**config.mk**
```make
export PLATFORM = sky130hd
export DESIGN_NAME = bt656_tx_ctrl
export DESIGN_NICKNAME = d
export VERILOG_FILES = /design/src/rtl/bt656_pkg.sv /design/src/rtl/bt656_frame_det.sv /design/src/rtl/bt656_tx_ctrl.sv
export SDC_FILE = /design/constraint.sdc
export NUM_CORES = 1
export LEC_CHECK = 0
export CAP_MARGIN = 20
export CORE_AREA = 3 3 74 76
export CTS_BUF_LIST = sky130_fd_sc_hd__clkbuf_16
export CTS_CLUSTER_SIZE = 8
export DETAILED_ROUTE_END_ITERATION = 7
export DIE_AREA = 0 0 77 79
export GPL_ROUTABILITY_DRIVEN = 0
export PLACE_DENSITY_LB_ADDON = 0.05
export RECOVER_POWER = 25
export REMOVE_ABC_BUFFERS = 1
export SLEW_MARGIN = 20
export SYNTH_ARGS = -nofsm -noshare
export SYNTH_HDL_FRONTEND = slang
export SYNTH_SLANG_ARGS = --single-unit
```
**constraint.sdc**
```tcl
create_clock -name i_SysClock -period 3.4 [get_ports i_SysClock]
set_input_delay 0.68 -clock i_SysClock [delete_from_list [all_inputs] [get_ports i_SysClock]]
set_output_delay 0.68 -clock i_SysClock [all_outputs]
set_load 0.01 [all_outputs]
```
**src/rtl/bt656_pkg.sv**
```systemverilog
// Shared encodings and widths for the BT656 transmitter run-control slice.
package bt656_pkg;

    localparam int STATE_W = 3;
    localparam int FCNT_W  = 16;

    typedef enum logic [STATE_W-1:0] {
        ST_IDLE  = 3'd0,
        ST_TRIG  = 3'd1,
        ST_RUN   = 3'd2,
        ST_DRAIN = 3'd3,
        ST_RST   = 3'd4
    } state_e;

    function automatic logic [FCNT_W-1:0] sat_inc(input logic [FCNT_W-1:0] v);
        return (v == '1) ? v : v + 1'b1;
    endfunction

endpackage

```
**src/rtl/bt656_frame_det.sv**
```systemverilog
// Frame-end qualifier: rising V edge, gated by F when the stream is interlaced.
module bt656_frame_det
    import bt656_pkg::*;
(
    input  logic i_SysClock,
    input  logic i_ResetN,
    input  logic i_V,
    input  logic i_F,
    input  logic i_Mode,
    input  logic i_Enable,
    output logic o_FrameEnd
);

    logic v_q;
    logic v_d;

    always_comb begin
        v_d = i_V;
    end

    always_ff @(posedge i_SysClock or negedge i_ResetN) begin
        if (!i_ResetN) begin
            v_q <= 1'b0;
        end else begin
            v_q <= v_d;
        end
    end

    // In interlaced mode only the second field's V rise closes a frame.
    always_comb begin
        o_FrameEnd = i_Enable & ~v_q & i_V & (~i_Mode | i_F);
    end

endmodule

```
**src/rtl/bt656_tx_ctrl.sv**
```systemverilog
// Run-control sequencer for bt656_tx: trigger, frame counting, drain and re-reset.
// Optional frame limit feature enabled by defining BT656_CTRL_FRAME_LIMIT_EN.
module bt656_tx_ctrl
    import bt656_pkg::*;
#(
    parameter int PRESCALE          = 4,
    parameter int TRIG_CYCLES       = 8,
    parameter int RESET_HOLD_CYCLES = 8
) (
    input  logic              i_SysClock,
    input  logic              i_ResetN,
    input  logic              i_Start,
    input  logic              i_Stop,
    input  logic              i_InterlaceMode,
    input  logic              i_FirstField,
    input  logic [15:0]       i_FirstLine,
`ifdef BT656_CTRL_FRAME_LIMIT_EN
    input  logic [15:0]       i_FrameLimit,
`endif
    input  logic              i_TxVsignal,
    input  logic              i_TxFsignal,
    output logic              o_TxResetN,
    output logic              o_TxValid,
    output logic              o_TxInterlaceMode,
    output logic              o_TxFirstField,
    output logic [15:0]       o_TxFirstLine,
    output logic              o_Busy,
    output logic [STATE_W-1:0] o_State,
    output logic [FCNT_W-1:0] o_FrameCount,
    output logic              o_FrameTick,
    output logic              o_Done
);

    // TxValid must span at least two TX pixel-clock periods to be sampled.
    localparam int TRIG_N = (TRIG_CYCLES < 2 * PRESCALE) ? 2 * PRESCALE : TRIG_CYCLES;
    localparam int HOLD_MAX = (TRIG_N > RESET_HOLD_CYCLES) ? TRIG_N : RESET_HOLD_CYCLES;
    localparam int CW = $clog2(HOLD_MAX + 1);

    state_e              state_q, state_d;
    logic [CW-1:0]       cnt_q, cnt_d;
    logic                mode_q, mode_d;
    logic                field_q, field_d;
    logic [15:0]         line_q, line_d;
    logic [FCNT_W-1:0]   fcnt_q, fcnt_d;
    logic                tick_q, tick_d;
    logic                done_q, done_d;
    logic                txrst_q, txrst_d;
    logic                valid_q, valid_d;
    logic                busy_q, busy_d;
    logic                frame_end;
    logic                det_en;
    logic                limit_hit;
`ifdef BT656_CTRL_FRAME_LIMIT_EN
    logic [15:0]         limit_q, limit_d;
`endif

    assign det_en = (state_q == ST_RUN) || (state_q == ST_DRAIN);

    bt656_frame_det u_det (
        .i_SysClock (i_SysClock),
        .i_ResetN   (i_ResetN),
        .i_V        (i_TxVsignal),
        .i_F        (i_TxFsignal),
        .i_Mode     (mode_q),
        .i_Enable   (det_en),
        .o_FrameEnd (frame_end)
    );

`ifdef BT656_CTRL_FRAME_LIMIT_EN
    assign limit_hit = (limit_q != '0) && (sat_inc(fcnt_q) == limit_q);
`else
    assign limit_hit = 1'b0;
`endif

    always_comb begin
        state_d = state_q;
        cnt_d   = '0;
        mode_d  = mode_q;
        field_d = field_q;
        line_d  = line_q;
        fcnt_d  = fcnt_q;
        tick_d  = 1'b0;
        done_d  = 1'b0;
`ifdef BT656_CTRL_FRAME_LIMIT_EN
        limit_d = limit_q;
`endif
        if (frame_end) begin
            fcnt_d = sat_inc(fcnt_q);
            tick_d = 1'b1;
        end
        unique case (state_q)
            ST_IDLE: begin
                if (i_Start && !i_Stop) begin
                    state_d = ST_TRIG;
                    mode_d  = i_InterlaceMode;
                    field_d = i_FirstField;
                    line_d  = i_FirstLine;
                    fcnt_d  = '0;
`ifdef BT656_CTRL_FRAME_LIMIT_EN
                    limit_d = i_FrameLimit;
`endif
                end
            end
            ST_TRIG: begin
                if (i_Stop) begin
                    state_d = ST_RST;
                end else if (cnt_q == CW'(TRIG_N - 1)) begin
                    state_d = ST_RUN;
                end else begin
                    cnt_d = cnt_q + 1'b1;
                end
            end
            ST_RUN: begin
                if (frame_end && (i_Stop || limit_hit)) begin
                    state_d = ST_RST;
                end else if (i_Stop) begin
                    state_d = ST_DRAIN;
                end
            end
            ST_DRAIN: begin
                if (frame_end) begin
                    state_d = ST_RST;
                end
            end
            ST_RST: begin
                if (cnt_q == CW'(RESET_HOLD_CYCLES - 1)) begin
                    state_d = ST_IDLE;
                    done_d  = 1'b1;
                end else begin
                    cnt_d = cnt_q + 1'b1;
                end
            end
            default: state_d = ST_RST;
        endcase
        txrst_d = (state_d == ST_TRIG) || (state_d == ST_RUN) ||
                  (state_d == ST_DRAIN);
        valid_d = (state_d == ST_TRIG);
        busy_d  = (state_d != ST_IDLE);
    end

    always_ff @(posedge i_SysClock or negedge i_ResetN) begin
        if (!i_ResetN) begin
            state_q <= ST_IDLE;
            cnt_q   <= '0;
            mode_q  <= 1'b0;
            field_q <= 1'b0;
            line_q  <= '0;
            fcnt_q  <= '0;
            tick_q  <= 1'b0;
            done_q  <= 1'b0;
            txrst_q <= 1'b0;
            valid_q <= 1'b0;
            busy_q  <= 1'b0;
`ifdef BT656_CTRL_FRAME_LIMIT_EN
            limit_q <= '0;
`endif
        end else begin
            state_q <= state_d;
            cnt_q   <= cnt_d;
            mode_q  <= mode_d;
            field_q <= field_d;
            line_q  <= line_d;
            fcnt_q  <= fcnt_d;
            tick_q  <= tick_d;
            done_q  <= done_d;
            txrst_q <= txrst_d;
            valid_q <= valid_d;
            busy_q  <= busy_d;
`ifdef BT656_CTRL_FRAME_LIMIT_EN
            limit_q <= limit_d;
`endif
        end
    end

    assign o_TxResetN        = txrst_q;
    assign o_TxValid         = valid_q;
    assign o_TxInterlaceMode = mode_q;
    assign o_TxFirstField    = field_q;
    assign o_TxFirstLine     = line_q;
    assign o_Busy            = busy_q;
    assign o_State           = state_q;
    assign o_FrameCount      = fcnt_q;
    assign o_FrameTick       = tick_q;
    assign o_Done            = done_q;

endmodule

```
==> results.py, run 1 <==
metrics = {
    "cts": {
        "cts_buffers": 5,
        "cts_max_path_buffers": 2,
        "hold_buffers": 0,
        "root_buffer": "clkbuf_16",
        "clk_latency_ns": 0.29,
        "htreeDepth": 2,
        "cts.sinks": 47,
        "post_cts_resized": 0,
        "clkTransAtPathRegs_ns": 0.06,
        "postCtsSetupRepairBufs": 0,
        "cts_tree": "done",
    },
    "worst_setup_path": {
        "path_class": "primary input to flip-flop",
        "rr_startpoint": "o_FrameCount[0]",
        "arrival_ns": 2.65,
        "worstPathRequired_ns": 3.61,
        "worstPathMaxFanout": 5,
        "start_kind": "primary input",
        "rr_worst_depth": 5,
        "worstSetupStartpoint": "i_TxVsignal",
        "worstSetupEndpointType": "flip-flop",
    },
    "placement": {
        "portBuffers": 65,
        "dpl.cell_count": 354,
        "place_area_um2": 2870,
        "post-dp-hpwl_um": 3600,
    },
    "route": {
        "routed_wl_um": 5310,
        "vias_per_cell": 5.36,
        "first_iter_violations": 81,
        "route.vias.total": 1939,
        "ant_nets": 0,
        "route.detailed.wl_per_inst_um": 14.7,
        "drc": 0,
        "dr.pass1.iters": 5,
    },
    "die": {
        "io_pins": 66,
        "core_um2": 4790,
        "die_x_um": 77,
        "row_count": 25,
        "fp.dieH_um": 79,
        "start_util": 0.455,
        "die_area_um2": 6080,
    },
    "power": {
        "power-per-cell-area_nw_per_um2": 539,
        "peakVddDrop_uv": 294,
        "cellLeakagePower_nw": 1.29,
    },
    "finish": {
        "layout-drive-gt1-share": 0.0475,
        "final_cell_mix": "64 x clkdlybuf4s50_1, 63 x nand2_1, 47 x dfrtp_1, 12 x nor2_1, 12 x a21oi_1",
        "instances_no_fill": 362,
        "postLayoutCoreUtil": 0.630,
        "fin_area_um2": 3010,
        "fin_nets": 320,
        "final_common_cell": "clkdlybuf4s50_1",
        "antennaDiodeCount": 0,
        "syn_to_final_growth_pct": 38.4,
    },
    "sta": {
        "slew_violations": 0,
        "fmax_ghz": 0.410,
        "max_slew_margin": 0.476,
        "finalSetupTns_ns": 0,
        "finalCriticalPeriod_ns": 2.44,
        "skew_ns": 0.00628,
        "rsz0062_at_grt": "no",
        "hold_viol": 0,
        "final-setup-viol-count": 0,
        "worst-slew-pin-transition_ns": 0.778,
        "min_period_over_period": 0.718,
    },
    "yosys": {
        "netlist_instances": 232,
        "yosys_most_used_dff": "dfrtp_1",
        "synth-async-reset-ratio": 1.00,
        "avgSynthCellArea_um2": 9.38,
        "synth_edf_count": 0,
        "syn_area_um2": 2180,
        "ys_types": 44,
        "yosys_warnings": 0,
        "yosysSeqAreaShare": 0.540,
        "ys_seq_elements": 47,
    },
    "grt": {
        "grt_pass1_wl_um": 8850,
        "antenna_found_initial": 0,
        "grt_max_degree": 48,
        "grt.overflow.total": 0,
        "grt_pass1_vias": 1834,
        "grtUsageTotal": 0.180,
    },
    "outcome": {
        "outcome": "complete, no violations",
    },
    "flow_run": {
        "cap_violations": 0,
    },
    "min_path": {
        "min_path_type": "primary input to asynchronous set/reset pin",
    },
}
## flip-flops by register name, indices dropped and copies added (netlist names)
signal and flops:
o_TxFirstField 1, o_TxValid 1, o_Busy 1, o_FrameTick 1, o_Done 1, o_TxResetN 1
o_FrameCount 16, u_det.v_q 1, o_State 3, cnt_q 4, o_TxInterlaceMode 1, o_TxFirstLine 16
## per-layer routing
metal  up-vias  GRT usage  wire length [um]  part of all wire
met2        69      0.279              2420              0.46
met3         7     0.0374               295             0.056
met5         -          0                 0                 0
met1       915      0.252              2520              0.47
met4         0     0.0623                73             0.014
li1        948          -                 -                 -
## cell families after synthesis
| logic type | share of synthesized area |
|---|---|
| buffers and inverters | 0.0287 |
| adder cells (fa/ha/maj) | 0.0115 |
| flip-flops | 0.540 |
| AND/OR/NAND/NOR | 0.284 |
| XOR/XNOR | 0.00805 |
| AO/OA/AOI/OAI | 0.117 |
| multiplexers | 0.00977 |
## cells in the mapped netlist (5+ instances only)
| master | number | area share |
|---|---|---|
| nand2_1 | 63 | 0.11 |
| dfrtp_1 | 47 | 0.54 |
| a21oi_1 | 12 | 0.028 |
| nor2_1 | 12 | 0.021 |
| clkbuf_1 | 8 | 0.014 |
| a31oi_1 | 6 | 0.017 |
| nor3_1 | 6 | 0.014 |
| o31ai_1 | 6 | 0.021 |
| nand3_1 | 5 | 0.011 |
| or4_1 | 5 | 0.017 |
## critical path, cell delays in order
cell             delay (ns)
clkdlybuf4s50_1        0.48
nand2b_1               0.11
nor4_1                 0.70
or4b_1                 0.49
a31oi_1                0.18
## worst paths after layout
kind	to	slack (ns)
setup / recovery	o_FrameCount[13]	0.96
hold / removal	o_FrameCount[2]	0.40
setup reg to reg	o_FrameCount[10]	1.13
hold reg to reg	cnt_q[0]	0.47
max in group asynchronous	o_TxFirstLine[4]	2.60
min in group i_SysClock	cnt_q[0]	0.47
## cell type report
type                       count  area [um2]
clock buffer                   5         125
clock inverter                 3        16.3
fill                         424        1770
inverter                       5        18.8
multi-input combinational    169         938
sequential                    47        1180
tap                           67        83.8
timing repair buffer          66         656
## power by group
part / internal, mW / switching (mW) / total, mW
Combinational: 0.241 / 0.187 / 0.429
Sequential: 0.660 / 0.0645 / 0.725
Clock: 0.268 / 0.202 / 0.470
Total: 1.17 / 0.454 / 1.62
## metrics by stage
stage	power, mW	setup slack, ns	hold slack [ns]
final	1.62	0.960	0.400
after global routing	1.72	0.894	0.446
after CTS	1.65	1.03	0.473
after detailed placement	1.17	0.714	0.464
after global placement	1.16	0.736	0.457
after floorplan	0.897	1.35	0.384
No activity file was read; power rests on OpenSTA's default activity.
==> inputs of run 2 (changes only) <==
--- a/config.mk
+++ b/config.mk
@@ -6,11 +6,11 @@
 export NUM_CORES = 1
 export LEC_CHECK = 0
 export CAP_MARGIN = 20
-export CORE_AREA = 3 3 74 76
+export CORE_AREA = 3 3 76 78
 export CTS_BUF_LIST = sky130_fd_sc_hd__clkbuf_16
 export CTS_CLUSTER_SIZE = 8
 export DETAILED_ROUTE_END_ITERATION = 7
-export DIE_AREA = 0 0 77 79
+export DIE_AREA = 0 0 79 81
 export GPL_ROUTABILITY_DRIVEN = 0
 export PLACE_DENSITY_LB_ADDON = 0.05
 export RECOVER_POWER = 25
==> constraint.sdc (replaced) <==
create_clock -name i_SysClock -period 2.2 [get_ports i_SysClock]
set_input_delay 0.44 -clock i_SysClock [delete_from_list [all_inputs] [get_ports i_SysClock]]
set_output_delay 0.44 -clock i_SysClock [all_outputs]
set_load 0.01 [all_outputs]
==> run 2 against run 1 <==
Compared with the run above:
- critical path depth up 1
- largest power group unchanged
- cell count up 5.0%
- combinational power up 63%
- die area up 5.2%
- sequential share of layout area down 2.0 points
==> results.py, run 2 (synthesis results as in run 1) <==
metrics = {
    "finish": {
        "antennaDiodeCount": 0,
        "multi_input_area_um2": 938,
        "layout-drive-gt1-share": 0.0903,
        "final_cell_mix": "64 x clkdlybuf4s50_1, 63 x nand2_1, 47 x dfrtp_1, 14 x buf_4",
        "fin_nets": 336,
        "regArea_um2": 1180,
        "syn_to_final_growth_pct": 45.8,
        "final_common_cell": "clkdlybuf4s50_1",
        "fillers": 491,
    },
    "sta": {
        "final-setup-viol-count": 0,
        "hold_viol": 0,
        "worst-slew-pin-transition_ns": 1.33,
        "finalCriticalPeriod_ns": 2.07,
        "skew_ns": 0.00505,
        "fin_hold_ws_ns": 0.441,
        "slew_violations": 0,
        "fmax_ghz": 0.483,
        "min_period_over_period": 0.941,
        "max_slew_margin": 0.113,
        "rsz0062_at_grt": "no",
    },
    "cts": {
        "htreeDepth": 2,
        "clk_latency_ns": 0.28,
        "cts.sinks": 47,
        "cts_max_path_buffers": 2,
        "root_buffer": "clkbuf_16",
        "cts_tree": "done",
        "cts_buffers": 5,
        "clkTransAtPathRegs_ns": 0.06,
        "postCtsSetupRepairBufs": 0,
        "hold_buffers": 0,
        "post_cts_resized": 0,
    },
    "worst_setup_path": {
        "arrival_ns": 2.27,
        "crit_path_cell_trace": "clkdlybuf4s50_1, nand2b_1, or3_1, buf_4, or4_1, a21oi_1",
        "worstPathRequired_ns": 2.40,
        "worst_path_largest_cell_delay_ns": 0.51,
        "path_class": "primary input to flip-flop",
        "worstSetupEndpointType": "flip-flop",
        "slowest_stage": "or4_1",
        "start_kind": "primary input",
        "worstPathMaxFanout": 13,
    },
    "power": {
        "pwr-share-clk": 0.313,
        "peakVddDrop_uv": 503,
        "power-per-cell-area_nw_per_um2": 826,
        "swShare": 0.262,
        "internal-power_mw": 1.94,
        "finalPower_mw": 2.62,
        "seqPwrFrac": 0.421,
        "pwr-share-comb": 0.266,
        "switchingPower_mw": 0.686,
        "cellLeakagePower_nw": 1.38,
    },
    "route": {
        "ant_nets": 0,
        "routed_wl_um": 5490,
        "first_iter_violations": 135,
        "route.vias.total": 1964,
        "dr.pass1.iters": 4,
        "route.detailed.wl_per_inst_um": 14.4,
        "vias_per_cell": 5.17,
        "drc": 0,
    },
    "grt": {
        "grtUsageTotal": 0.182,
        "antenna_found_initial": 0,
        "grt_max_degree": 33,
        "grt.overflow.total": 0,
        "grt_pass1_vias": 1914,
        "grt_pass1_wl_um": 9300,
    },
    "die": {
        "start_util": 0.424,
        "die_x_um": 79,
        "row_count": 26,
        "io_pins": 66,
        "die_area_um2": 6400,
        "core_um2": 5140,
        "fp.dieH_um": 81,
    },
    "flow_run": {
        "cap_violations": 0,
    },
    "outcome": {
        "outcome": "complete, no violations",
    },
    "placement": {
        "post-dp-hpwl_um": 3950,
        "portBuffers": 65,
    },
    "min_path": {
        "min_path_type": "primary input to asynchronous set/reset pin",
    },
}
-- run 2: changes by cell type in the layout (fill, tap and decap cells not counted), sizes merged --
| cell | change |
|---|---|
| buf | +14 |
| bufinv | +1 |
| clkbuf | +2 |
| clkinv | -1 |
| clkinvlp | -1 |
-- run 2: stage by stage --
step	setup WS [ns]	area (um2)	cells	setup TNS, ns	util
floorplan	0.173	2130	221	0	-
global placement	-0.0642	3030	373	-0.391	0.590
detailed placement	-0.119	3030	373	-0.976	0.590
CTS	0.135	3190	380	0	0.621
global route	0.0429	3170	380	0	0.618
finish	0.131	3170	380	0	0.618
-- run 2: per-layer routing --
metal,track usage,vias up,share of wire,routed length [um]
met5,0,-,0,0
met4,0.0412,0,0.010,55
met3,0.0377,6,0.042,233
met2,0.300,49,0.48,2650
met1,0.250,931,0.46,2550
li1,-,978,-,-
-- run 2: area by class of cell --
type / instances / area share
Clock buffer: 5 / 0.0394
Clock inverter: 2 / 0.0106
Inverter: 5 / 0.00591
Multi-Input combinational cell: 169 / 0.296
Sequential cell: 47 / 0.371
Tap cell: 70 / 0.0276
Timing Repair Buffer: 82 / 0.250
-- run 2: power groups by stage --
stage / clock network (mW) / registers (mW) / logic, mW
3_5_place_dp: 0 / 1.12 / 0.715
4_1_cts: 0.844 / 1.10 / 0.716
2_1_floorplan: 0 / 1.19 / 0.192
6_report: 0.821 / 1.10 / 0.698
5_1_grt: 0.877 / 1.13 / 0.769
3_3_place_gp: 0 / 1.12 / 0.703
-- run 2: critical path: cells and delay by family --
kind                   cells  cell delay, ns
buffers and inverters      2            0.66
AO/OA/AOI/OAI              1            0.17
AND/OR/NAND/NOR            3            1.00
-- run 2: path summary, 6_finish.rpt --
check                           startpoint               end  slack, ns  cells after the start
setup / recovery               i_TxVsignal   o_FrameCount[8]       0.13                      6
hold / removal                    i_ResetN   o_FrameCount[2]       0.44                      1
setup reg to reg           o_FrameCount[0]  o_FrameCount[10]       0.23                      5
hold reg to reg             o_TxFirstField    o_TxFirstField       0.47                      2
max in group asynchronous         i_ResetN  o_TxFirstLine[8]       0.50                      2
min in group i_SysClock     o_TxFirstField    o_TxFirstField       0.47                      2
